File: config.mk
export PLATFORM = sky130hd
export DESIGN_NAME = channel_window_averager
export DESIGN_NICKNAME = d
export VERILOG_FILES = /design/src/rtl/channel_window_averager_pkg.sv /design/src/rtl/window_mean_div.sv /design/src/rtl/channel_window_averager.sv
export SDC_FILE = /design/constraint.sdc
export NUM_CORES = 1
export LEC_CHECK = 0
export CAP_MARGIN = 25
export CORE_MARGIN = 2
export CORE_UTILIZATION = 36
export DETAILED_ROUTE_END_ITERATION = 16
export PLACE_DENSITY = 0.59
export REMOVE_ABC_BUFFERS = 1
export SYNTH_ARGS = -nofsm -noshare
export SYNTH_HDL_FRONTEND = slang
export SYNTH_HIERARCHICAL = 1
export SYNTH_SLANG_ARGS = --single-unit
export TNS_END_PERCENT = 30
File: constraint.sdc
create_clock -name clk -period 16.2 [get_ports clk]
set_input_delay 3.24 -clock clk [delete_from_list [all_inputs] [get_ports clk]]
set_output_delay 3.24 -clock clk [all_outputs]
set_load 0.1 [all_outputs]
File: src/rtl/channel_window_averager_pkg.sv
// Shared definitions for the channel window averager: default sizing,
// channel-index type and the flush FSM state encoding.
package channel_window_averager_pkg;

    localparam int NUM_CH   = 7;
    localparam int SAMPLE_W = 8;
    localparam int WINDOW   = 10;
    localparam int CNT_W    = $clog2(WINDOW + 1);
    localparam int PTR_W    = $clog2(WINDOW);
    localparam int SUM_W    = SAMPLE_W + CNT_W;
    localparam int CH_W     = 3;

    typedef logic [CH_W-1:0] ch_t;

    typedef enum logic [0:0] {
        ST_RUN   = 1'b0,
        ST_CLEAR = 1'b1
    } state_t;

endpackage

File: src/rtl/window_mean_div.sv
// window_mean_div: floor(sum / cnt) for cnt in 1..WINDOW, 0 when cnt == 0.
// Purely combinational. Because the divisor only takes WINDOW distinct values,
// each candidate is a divide by a constant and the count selects the result.
// Ports:
//   sum  in  SUM_W     window sum (never exceeds cnt * max sample)
//   cnt  in  CNT_W     number of samples in the window
//   mean out SAMPLE_W  floor mean
module window_mean_div
    import channel_window_averager_pkg::*;
(
    input  logic [SUM_W-1:0]    sum,
    input  logic [CNT_W-1:0]    cnt,
    output logic [SAMPLE_W-1:0] mean
);

    logic [SAMPLE_W-1:0] quot_s;

    // Select the constant-divisor quotient that matches the current count.
    always_comb begin
        quot_s = {SAMPLE_W{1'b0}};
        for (int d = 1; d <= WINDOW; d++) begin
            quot_s = (cnt == CNT_W'(d)) ? SAMPLE_W'(sum / SUM_W'(d)) : quot_s;
        end
    end

    assign mean = quot_s;

endmodule

File: src/rtl/channel_window_averager.sv
// channel_window_averager: per-channel sliding window (last WINDOW samples)
// with running sum and floor mean, one result per accepted legal sample.
// Ports:
//   clk, rst_n          clock (posedge) and synchronous active-low reset
//   ena                 enable; when low no samples are accepted
//   clear               pulse that starts a flush of all channel windows
//   in_valid/in_ready   sample handshake; in_ch, in_sample carry the sample
//   out_valid           one-cycle pulse per accepted legal sample
//   out_ch/out_sum/out_mean/out_full  result of that sample, held otherwise
//   err_ch              sticky flag: an out-of-range channel was offered
module channel_window_averager
    import channel_window_averager_pkg::*;
(
    input  logic                clk,
    input  logic                rst_n,
    input  logic                ena,
    input  logic                clear,
    input  logic                in_valid,
    output logic                in_ready,
    input  logic [CH_W-1:0]     in_ch,
    input  logic [SAMPLE_W-1:0] in_sample,
    output logic                out_valid,
    output logic [CH_W-1:0]     out_ch,
    output logic [SUM_W-1:0]    out_sum,
    output logic [SAMPLE_W-1:0] out_mean,
    output logic                out_full,
    output logic                err_ch
);

    state_t state_r;
    state_t state_nxt_s;
    ch_t    clr_idx_r;
    ch_t    clr_idx_nxt_s;
    logic   in_ready_s;

    logic [SUM_W-1:0]    sum_r  [NUM_CH];
    logic [CNT_W-1:0]    cnt_r  [NUM_CH];
    logic [PTR_W-1:0]    wptr_r [NUM_CH];
    logic [SAMPLE_W-1:0] hist_r [NUM_CH][WINDOW];

    logic                accept_s;
    logic                legal_s;
    ch_t                 ch_idx_s;
    logic [SUM_W-1:0]    cur_sum_s;
    logic [CNT_W-1:0]    cur_cnt_s;
    logic [PTR_W-1:0]    cur_wptr_s;
    logic                cur_full_s;
    logic [SAMPLE_W-1:0] old_s;
    logic [SUM_W-1:0]    new_sum_s;
    logic [CNT_W-1:0]    new_cnt_s;
    logic [PTR_W-1:0]    new_wptr_s;

    logic                out_valid_r;
    ch_t                 out_ch_r;
    logic [SUM_W-1:0]    out_sum_r;
    logic [CNT_W-1:0]    out_cnt_r;
    logic                out_full_r;
    logic                err_ch_r;

    // Flush FSM next-state and handshake; clear blocks the same-cycle sample.
    always_comb begin
        state_nxt_s   = state_r;
        clr_idx_nxt_s = clr_idx_r;
        in_ready_s    = 1'b0;
        case (state_r)
            ST_RUN: begin
                in_ready_s = ena & ~clear;
                if (clear) begin
                    state_nxt_s   = ST_CLEAR;
                    clr_idx_nxt_s = ch_t'(0);
                end else begin
                    state_nxt_s   = ST_RUN;
                end
            end
            ST_CLEAR: begin
                if (clr_idx_r == ch_t'(NUM_CH - 1)) begin
                    state_nxt_s   = ST_RUN;
                    clr_idx_nxt_s = ch_t'(0);
                end else begin
                    clr_idx_nxt_s = clr_idx_r + ch_t'(1);
                end
            end
            default: begin
                state_nxt_s   = ST_RUN;
                clr_idx_nxt_s = ch_t'(0);
            end
        endcase
    end

    // Flush FSM state register.
    always_ff @(posedge clk) begin
        if (!rst_n) begin
            state_r   <= ST_RUN;
            clr_idx_r <= ch_t'(0);
        end else begin
            state_r   <= state_nxt_s;
            clr_idx_r <= clr_idx_nxt_s;
        end
    end

    // Window update arithmetic for the channel addressed by the incoming sample.
    // Illegal channels are steered to index 0 only to keep the reads in range;
    // the result is discarded for them.
    always_comb begin
        accept_s   = in_valid & in_ready_s;
        legal_s    = (in_ch < ch_t'(NUM_CH));
        ch_idx_s   = legal_s ? in_ch : ch_t'(0);
        cur_sum_s  = sum_r[ch_idx_s];
        cur_cnt_s  = cnt_r[ch_idx_s];
        cur_wptr_s = wptr_r[ch_idx_s];
        cur_full_s = (cur_cnt_s == CNT_W'(WINDOW));
        old_s      = cur_full_s ? hist_r[ch_idx_s][cur_wptr_s] : {SAMPLE_W{1'b0}};
        new_sum_s  = cur_sum_s + SUM_W'(in_sample) - SUM_W'(old_s);
        new_cnt_s  = cur_full_s ? cur_cnt_s : cur_cnt_s + CNT_W'(1);
        new_wptr_s = (cur_wptr_s == PTR_W'(WINDOW - 1)) ? PTR_W'(0)
                                                        : cur_wptr_s + PTR_W'(1);
    end

    // Per-channel sum/count/pointer, result registers and sticky error flag.
    always_ff @(posedge clk) begin
        if (!rst_n) begin
            for (int c = 0; c < NUM_CH; c++) begin
                sum_r[c]  <= {SUM_W{1'b0}};
                cnt_r[c]  <= {CNT_W{1'b0}};
                wptr_r[c] <= {PTR_W{1'b0}};
            end
            out_valid_r <= 1'b0;
            out_ch_r    <= ch_t'(0);
            out_sum_r   <= {SUM_W{1'b0}};
            out_cnt_r   <= {CNT_W{1'b0}};
            out_full_r  <= 1'b0;
            err_ch_r    <= 1'b0;
        end else begin
            out_valid_r <= 1'b0;
            if (state_r == ST_CLEAR) begin
                sum_r[clr_idx_r]  <= {SUM_W{1'b0}};
                cnt_r[clr_idx_r]  <= {CNT_W{1'b0}};
                wptr_r[clr_idx_r] <= {PTR_W{1'b0}};
            end else if (accept_s && legal_s) begin
                sum_r[ch_idx_s]  <= new_sum_s;
                cnt_r[ch_idx_s]  <= new_cnt_s;
                wptr_r[ch_idx_s] <= new_wptr_s;
                out_valid_r      <= 1'b1;
                out_ch_r         <= ch_idx_s;
                out_sum_r        <= new_sum_s;
                out_cnt_r        <= new_cnt_s;
                out_full_r       <= (new_cnt_s == CNT_W'(WINDOW));
            end else if (accept_s) begin
                err_ch_r <= 1'b1;
            end
        end
    end

    // Sample history; stale contents are harmless because the count gates reads.
    always_ff @(posedge clk) begin
        if (rst_n && accept_s && legal_s) begin
            hist_r[ch_idx_s][cur_wptr_s] <= in_sample;
        end
    end

    window_mean_div u_mean_div (
        .sum  (out_sum_r),
        .cnt  (out_cnt_r),
        .mean (out_mean)
    );

    assign in_ready  = in_ready_s;
    assign out_valid = out_valid_r;
    assign out_ch    = out_ch_r;
    assign out_sum   = out_sum_r;
    assign out_full  = out_full_r;
    assign err_ch    = err_ch_r;

endmodule
== Word level (Yosys, flattened, before mapping) ==
Memory sizes are Yosys's and may differ from the RTL's.
Cells that the tools add are included.

* Output and inout port bits: 27
* Memory bits (writable): 700
* Flip-flop bits (word level): 26
* Memories: 4
* Input port bits: 16

* $add $sub $neg: 5
* Divide/modulo/power cells: 6
* Magnitude comparators: 3
* Reductions and logical operators: 12
* Muxes and demuxes: 54
* Eq/ne operators: 15
* Bitwise gates (word level): 6

{| class="wikitable"
|+ Memory list
! name !! depth !! bits a word !! rd ports !! clocked after Yosys merged registers in !! write ports !! line !! text
|-
| hist_r || 7 || 80 || 1 || 0 || 1 || channel_window_averager.sv:39 || <nowiki>logic [SAMPLE_W-1:0] hist_r [NUM_CH][WINDOW];</nowiki>
|-
| sum_r || 7 || 12 || 1 || 0 || 7 || channel_window_averager.sv:36 || <nowiki>logic [SUM_W-1:0] sum_r [NUM_CH];</nowiki>
|-
| cnt_r || 7 || 4 || 1 || 0 || 7 || channel_window_averager.sv:37 || <nowiki>logic [CNT_W-1:0] cnt_r [NUM_CH];</nowiki>
|-
| wptr_r || 7 || 4 || 1 || 0 || 7 || channel_window_averager.sv:38 || <nowiki>logic [PTR_W-1:0] wptr_r [NUM_CH];</nowiki>
|}

{| class="wikitable"
|+ Operators by type and width
! kind !! count
|-
| $mux 8 || 14
|-
| $mux 80 || 1
|-
| $div 12x3->12 const B || 3
|-
| $bmux 8 s4 || 1
|-
| $demux 8 s4 || 1
|-
| $mux 3 || 9
|-
| $div 12x4->12 const B || 2
|-
| $eq 4x4->1 const B || 6
|-
| $mux 12 || 2
|-
| $mux 4 || 6
|-
| $reduce_or 12->1 || 2
|-
| $mux 1 || 18
|-
| $eq 4x3->1 const B || 4
|-
| $reduce_or 4->1 || 4
|-
| $add 12x8->12 || 1
|-
| $div 12x2->12 const B || 1
|-
| $sub 12x8->12 || 1
|-
| $add 4x1->4 const B || 2
|-
| $eq 4x2->1 const B || 2
|-
| $pmux 3 s2 || 1
|-
| $ge 5x5->1 const B || 1
|-
| $lt 5x1->1 const B || 1
|-
| $not 4->5 || 1
|-
| $eq 4x1->1 const B || 1
|-
| other kinds (10) || 16
|}

== Longest topological paths before layout ==
* Depth after elaboration: 11
* Mapped depth: 25

== Hierarchy ==
The synthesis kept the hierarchy.

{| class="wikitable"
|+ Modules (own cells, without submodules)
! module !! times used !! cells an instance !! area an instance (um^2)
|-
| channel_window_averager || 1 || 2098 || 30604.4
|-
| window_mean_div || 1 || 847 || 5459.0
|}

== Worst setup path before layout ==
OpenSTA, ideal clock, no wires.

* Path type: register to output
* Start point: register out_sum_r[10], in the netlist out_sum[10]
* End point: output port out_mean[1]
* Setup slack: 7.128 ns
* Path buffers: 2
* Arrival time: 5.832 ns
* Cell stages (with the launch flop): 20
* Data required time: 12.960 ns
* Path through: dfxtp_1 buf_4 buf_2 and4bb_1 a311oi_1 a32oi_1 nor2_1 nor3_1 a311o_1 a211o_1 o21ba_1 nor2_1 xnor2_1 ha_1 or4_1 nand4b_1 nor3_1 a31o_2 o311ai_1 o2111ai_1

* Cells in the longest elaborated chain, start to end: 9
* Elaborated cells between the ends (all ways): 14
* Classes of those cells: div: 6; mux: 8

{| class="wikitable"
|+ Ends and longest elaborated chain
! item !! line !! text
|-
| start, declared || channel_window_averager.sv:55 || <nowiki>logic [SUM_W-1:0] out_sum_r;</nowiki>
|-
| start signal, assigned || channel_window_averager.sv:129 || <nowiki>out_sum_r <= {SUM_W{1'b0}};</nowiki>
|-
| start signal, assigned || channel_window_averager.sv:145 || <nowiki>out_sum_r <= new_sum_s;</nowiki>
|-
| $div 12x2->12 || window_mean_div.sv:22 || <nowiki>quot_s = (cnt == CNT_W'(d)) ? SAMPLE_W'(sum / SUM_W'(d)) : quot_s;</nowiki>
|-
| $mux 8 (7 in a row) || window_mean_div.sv:22 ||
|-
| $mux 8 (*) || window_mean_div.sv:22 ||
|-
| end, declared || channel_window_averager.sv:25 || <nowiki>output logic [SAMPLE_W-1:0] out_mean,</nowiki>
|}

Every way passes the cells marked *; elsewhere a longest branch is shown, timed or not.

== Final worst setup path ==
* Start point: register out_sum_r[9], in the netlist out_sum[9]
* End point: output port out_mean[0]

Same word-level chain as after synthesis.

==> metrics.cfg <==
[run_status]
outcome=complete, no violations

[placement]
place_congestion=0.8729
portBuffers=42
placed_area_um2=37420
dp_hpwl_um=67730

[clocking]
root_buffer=clkbuf_16
cts.htree.levels=3
cts_tree=done
hold_buffers=0
cts_setup_buffers=0
cts_buffers=73
cts_buffer_depth=3
clk_latency_ns=0.63
clock-sinks=726
clkSlewWorstSetupHoldPaths_ns=0.06
cts_resized=0

[synth]
yosysWarningCount=6
synth_seq_cells=726
postSynthCellCount=2945
ys.flop_type=edfxtp_1
seq_area_frac_synth_pct=59.17
synth.avg_cell_area_um2=12.25
yosysUniqueCellTypes=125
synth_top_area_share_pct=56.62
synthTopCellsByArea=edfxtp_1 (57%), nor2_1 (3.4%), mux2_2 (3.1%)
synthArstFlopShare_pct=0
yosysTopAreaCell=edfxtp_1
syn_area_um2=36060
synth_edf_count=680

[floorplanning]
rows=116
fp.coreArea_um2=99710
start_util_pct=36.17
dieArea_um2=102700
die_w_um=320.5
io_pins=43
fp.dieH_um=320.5

[power_and_ir_drop]
p_leak_uw=0.01304
power.density_cell_area_nw_per_um2=113.9
vdd_drop_max_mv=0.1216

[worst_setup_path]
worstPathRequired_ns=12.96
cp_cell_sequence=buf_4 -> nand2b_1 -> o22ai_1 -> a32oi_1 -> nand2_1 -> nor4_2 -> mux2i_1 -> and3_1 -> xnor2_1 -> o21bai_1 -> nor2_2 -> xnor2_1 -> ha_1 -> inv_1 -> a31o_2 -> a311oi_1 -> a21oi_1 -> a22oi_1 -> o211a_1 -> clkdlybuf4s50_1
cp-end-kind=primary output
crit_path_start=out_sum[9]
worstSetupStartpointType=flop
cp_max_fo=75
cp_common_cell=xnor2_1
crit_family=buffers and inverters
crit_arrival_ns=7.53
slowest_delay_ns=1.13
worst-path-buf-inv=3
cp_slowest_cell=clkdlybuf4s50_1
path_class=flop to primary output
timing.rr.start=wptr_r[0][1]
reg2reg_slack_ns=10.24

[timing]
relSlewSlack_pct=25.44
hold_viol=0
rsz0062_at_grt=false
slew_violations=0
finalSetupViolCount=0
worstMarginPinSlew_ns=1.110
final.min_clock_period_ns=10.77
finalClockSkew_ns=0.02648
tns_ns=0
fin_crit_sh_pct=66.46
max_freq_ghz=0.09288

[worst_hold_path]
worstHoldStart=out_ch[2]
hold_path.class=flop to flop

[drt]
viasPerCell=5.965
vias=25420
dr.first_iter.drc_count=2956
drt-pass1-iter-count=6
drt-total-wl_um=108800
ant_nets=0
wl_per_cell_um=25.52
drc=0

[global_routing]
grt_pass1_wl_um=161900
grt_overflow=0
first_global_vias=24150
grt_use_total_pct=20.74
antenna_found_initial=0
grt_start_max_net_pins=76

[cells_and_area]
antenna_cells=0
layout.nets=2955
area_growth_pct=10.31
layout-drive-gt1-share_pct=13.26
fin_area_um2=39780

[job]
cap_violations=0

==> worst min-delay path: cells and delay by family (launching register included) <==
| kind | cells | cell delay (ns) |
|---|---|---|
| AND/OR/NAND/NOR | 1 | 0.05 |
| AO/OA/AOI/OAI | 1 | 0.05 |
| flip-flops | 1 | 0.31 |
==> placed cells by master, fill, tap and decap left out, types with 19 or more instances in the layout <==
cell type | netlist | routed
ha_1 | 20 | 20
nand2b_1 | 27 | 26
nor2b_1 | 22 | 22
mux4_2 | 19 | 19
mux2i_1 | 110 | 110
buf_4 | 57 | 76
a211oi_1 | 26 | 26
o22ai_1 | 110 | 110
dfxtp_1 | 46 | 39
a221oi_1 | 37 | 37
nor3_1 | 38 | 38
a21oi_1 | 117 | 117
o221ai_1 | 76 | 76
nor2_1 | 328 | 327
xnor2_1 | 29 | 29
and2_1 | 19 | 19
nand3_1 | 48 | 48
inv_1 | 63 | 63
a22oi_1 | 19 | 19
clkbuf_16 | 0 | 77
clkdlybuf4s50_1 | 0 | 31
nand2_1 | 215 | 214
edfxtp_1 | 680 | 680
o21ai_0 | 141 | 141
o211ai_1 | 42 | 42
mux2_2 | 99 | 99
==> cells in the mapped netlist (11+ instances only) <==
library cell	n
edfxtp_1	680
nor2_1	328
nand2_1	215
o21ai_0	141
a21oi_1	117
mux2i_1	110
o22ai_1	110
mux2_2	99
clkbuf_1	97
o221ai_1	76
inv_1	63
buf_4	57
buf_2	48
nand3_1	48
dfxtp_1	46
o211ai_1	42
nor3_1	38
a221oi_1	37
xnor2_1	29
nand2b_1	27
a211oi_1	26
nor2b_1	22
ha_1	20
a22oi_1	19
and2_1	19
mux4_2	19
a31oi_1	14
xor2_1	14
buf_6	13
a221o_1	12
buf_1	12
nor3b_1	12
o21ai_1	12
or2_2	12
or3_1	11
==> state kept, by name (all words and copies together), names as in the netlist <==
register,count
clr_idx_r,3
cnt_r,28
err_ch,1
hist_r,560
out_ch,3
out_cnt_r,4
out_full,1
out_sum,12
out_valid,1
state_r,1
sum_r,84
wptr_r,28
==> final timing paths <==
kind	to	cells after the start
setup / recovery	out_mean[0]	20
hold / removal	out_ch[2]	2
setup reg to reg	sum_r[1][11]	20
hold reg to reg	out_ch[2]	2
==> through the flow <==
| stage | hold slack, ns | total power [uW] | instances | worst slack [ns] | util (%) |
|---|---|---|---|---|---|
| floorplan | 0.4321 | 2624 | 2715 | 5.925 | - |
| global placement | 0.4472 | 2878 | 4129 | 6.034 | 37.49 |
| detailed placement | 0.4487 | 2882 | 4131 | 5.942 | 37.53 |
| CTS | 0.4564 | 4536 | 4259 | 5.554 | 39.86 |
| global route | 0.4764 | 4683 | 4262 | 4.928 | 39.90 |
| finish | 0.4530 | 4530 | 4262 | 5.433 | 39.90 |
==> layout make-up <==
| class | instances | area, um2 |
|---|---|---|
| clock buffer | 93 | 2017 |
| clock inverter | 35 | 309.0 |
| fill | 9383 | 59930 |
| inverter | 67 | 251.5 |
| multi-input combinational | 1922 | 13210 |
| sequential | 726 | 21350 |
| tap | 1298 | 1624 |
| timing repair buffer | 121 | 1023 |
==> layer usage <==
metal / global-route usage, % / vias to the layer above / part of all wire (%) / routed length, um
met3: 2.930 / 166 / 7.5 / 8186
li1: - / 11330 / - / -
met1: 28.27 / 12790 / 42 / 45530
met4: 6.907 / 0 / 3.1 / 3374
met2: 34.00 / 1136 / 48 / 51680
met5: 0 / - / 0 / 0
==> logic make-up (layout without fill, tap and decap cells) <==
logic type,after synthesis,after routing,synth area share [%]
compound gates,782,782,15.43
flops,726,726,59.17
buf+inv,297,316,4.243
mux,236,236,7.872
xor+xnor,46,46,1.180
simple gates,823,823,10.77
fa+ha+maj,35,35,1.339
==> where the power goes <==
group | leakage, uW | total (uW) | switching, uW | internal, uW
combinational | 0.00525 | 780 | 516 | 264
clock | 0.00114 | 1670 | 713 | 960
sequential | 0.00665 | 2080 | 8.08 | 2070
total | 0.0130 | 4530 | 1240 | 3290
Note: power is estimated with default switching activity, not from simulation.
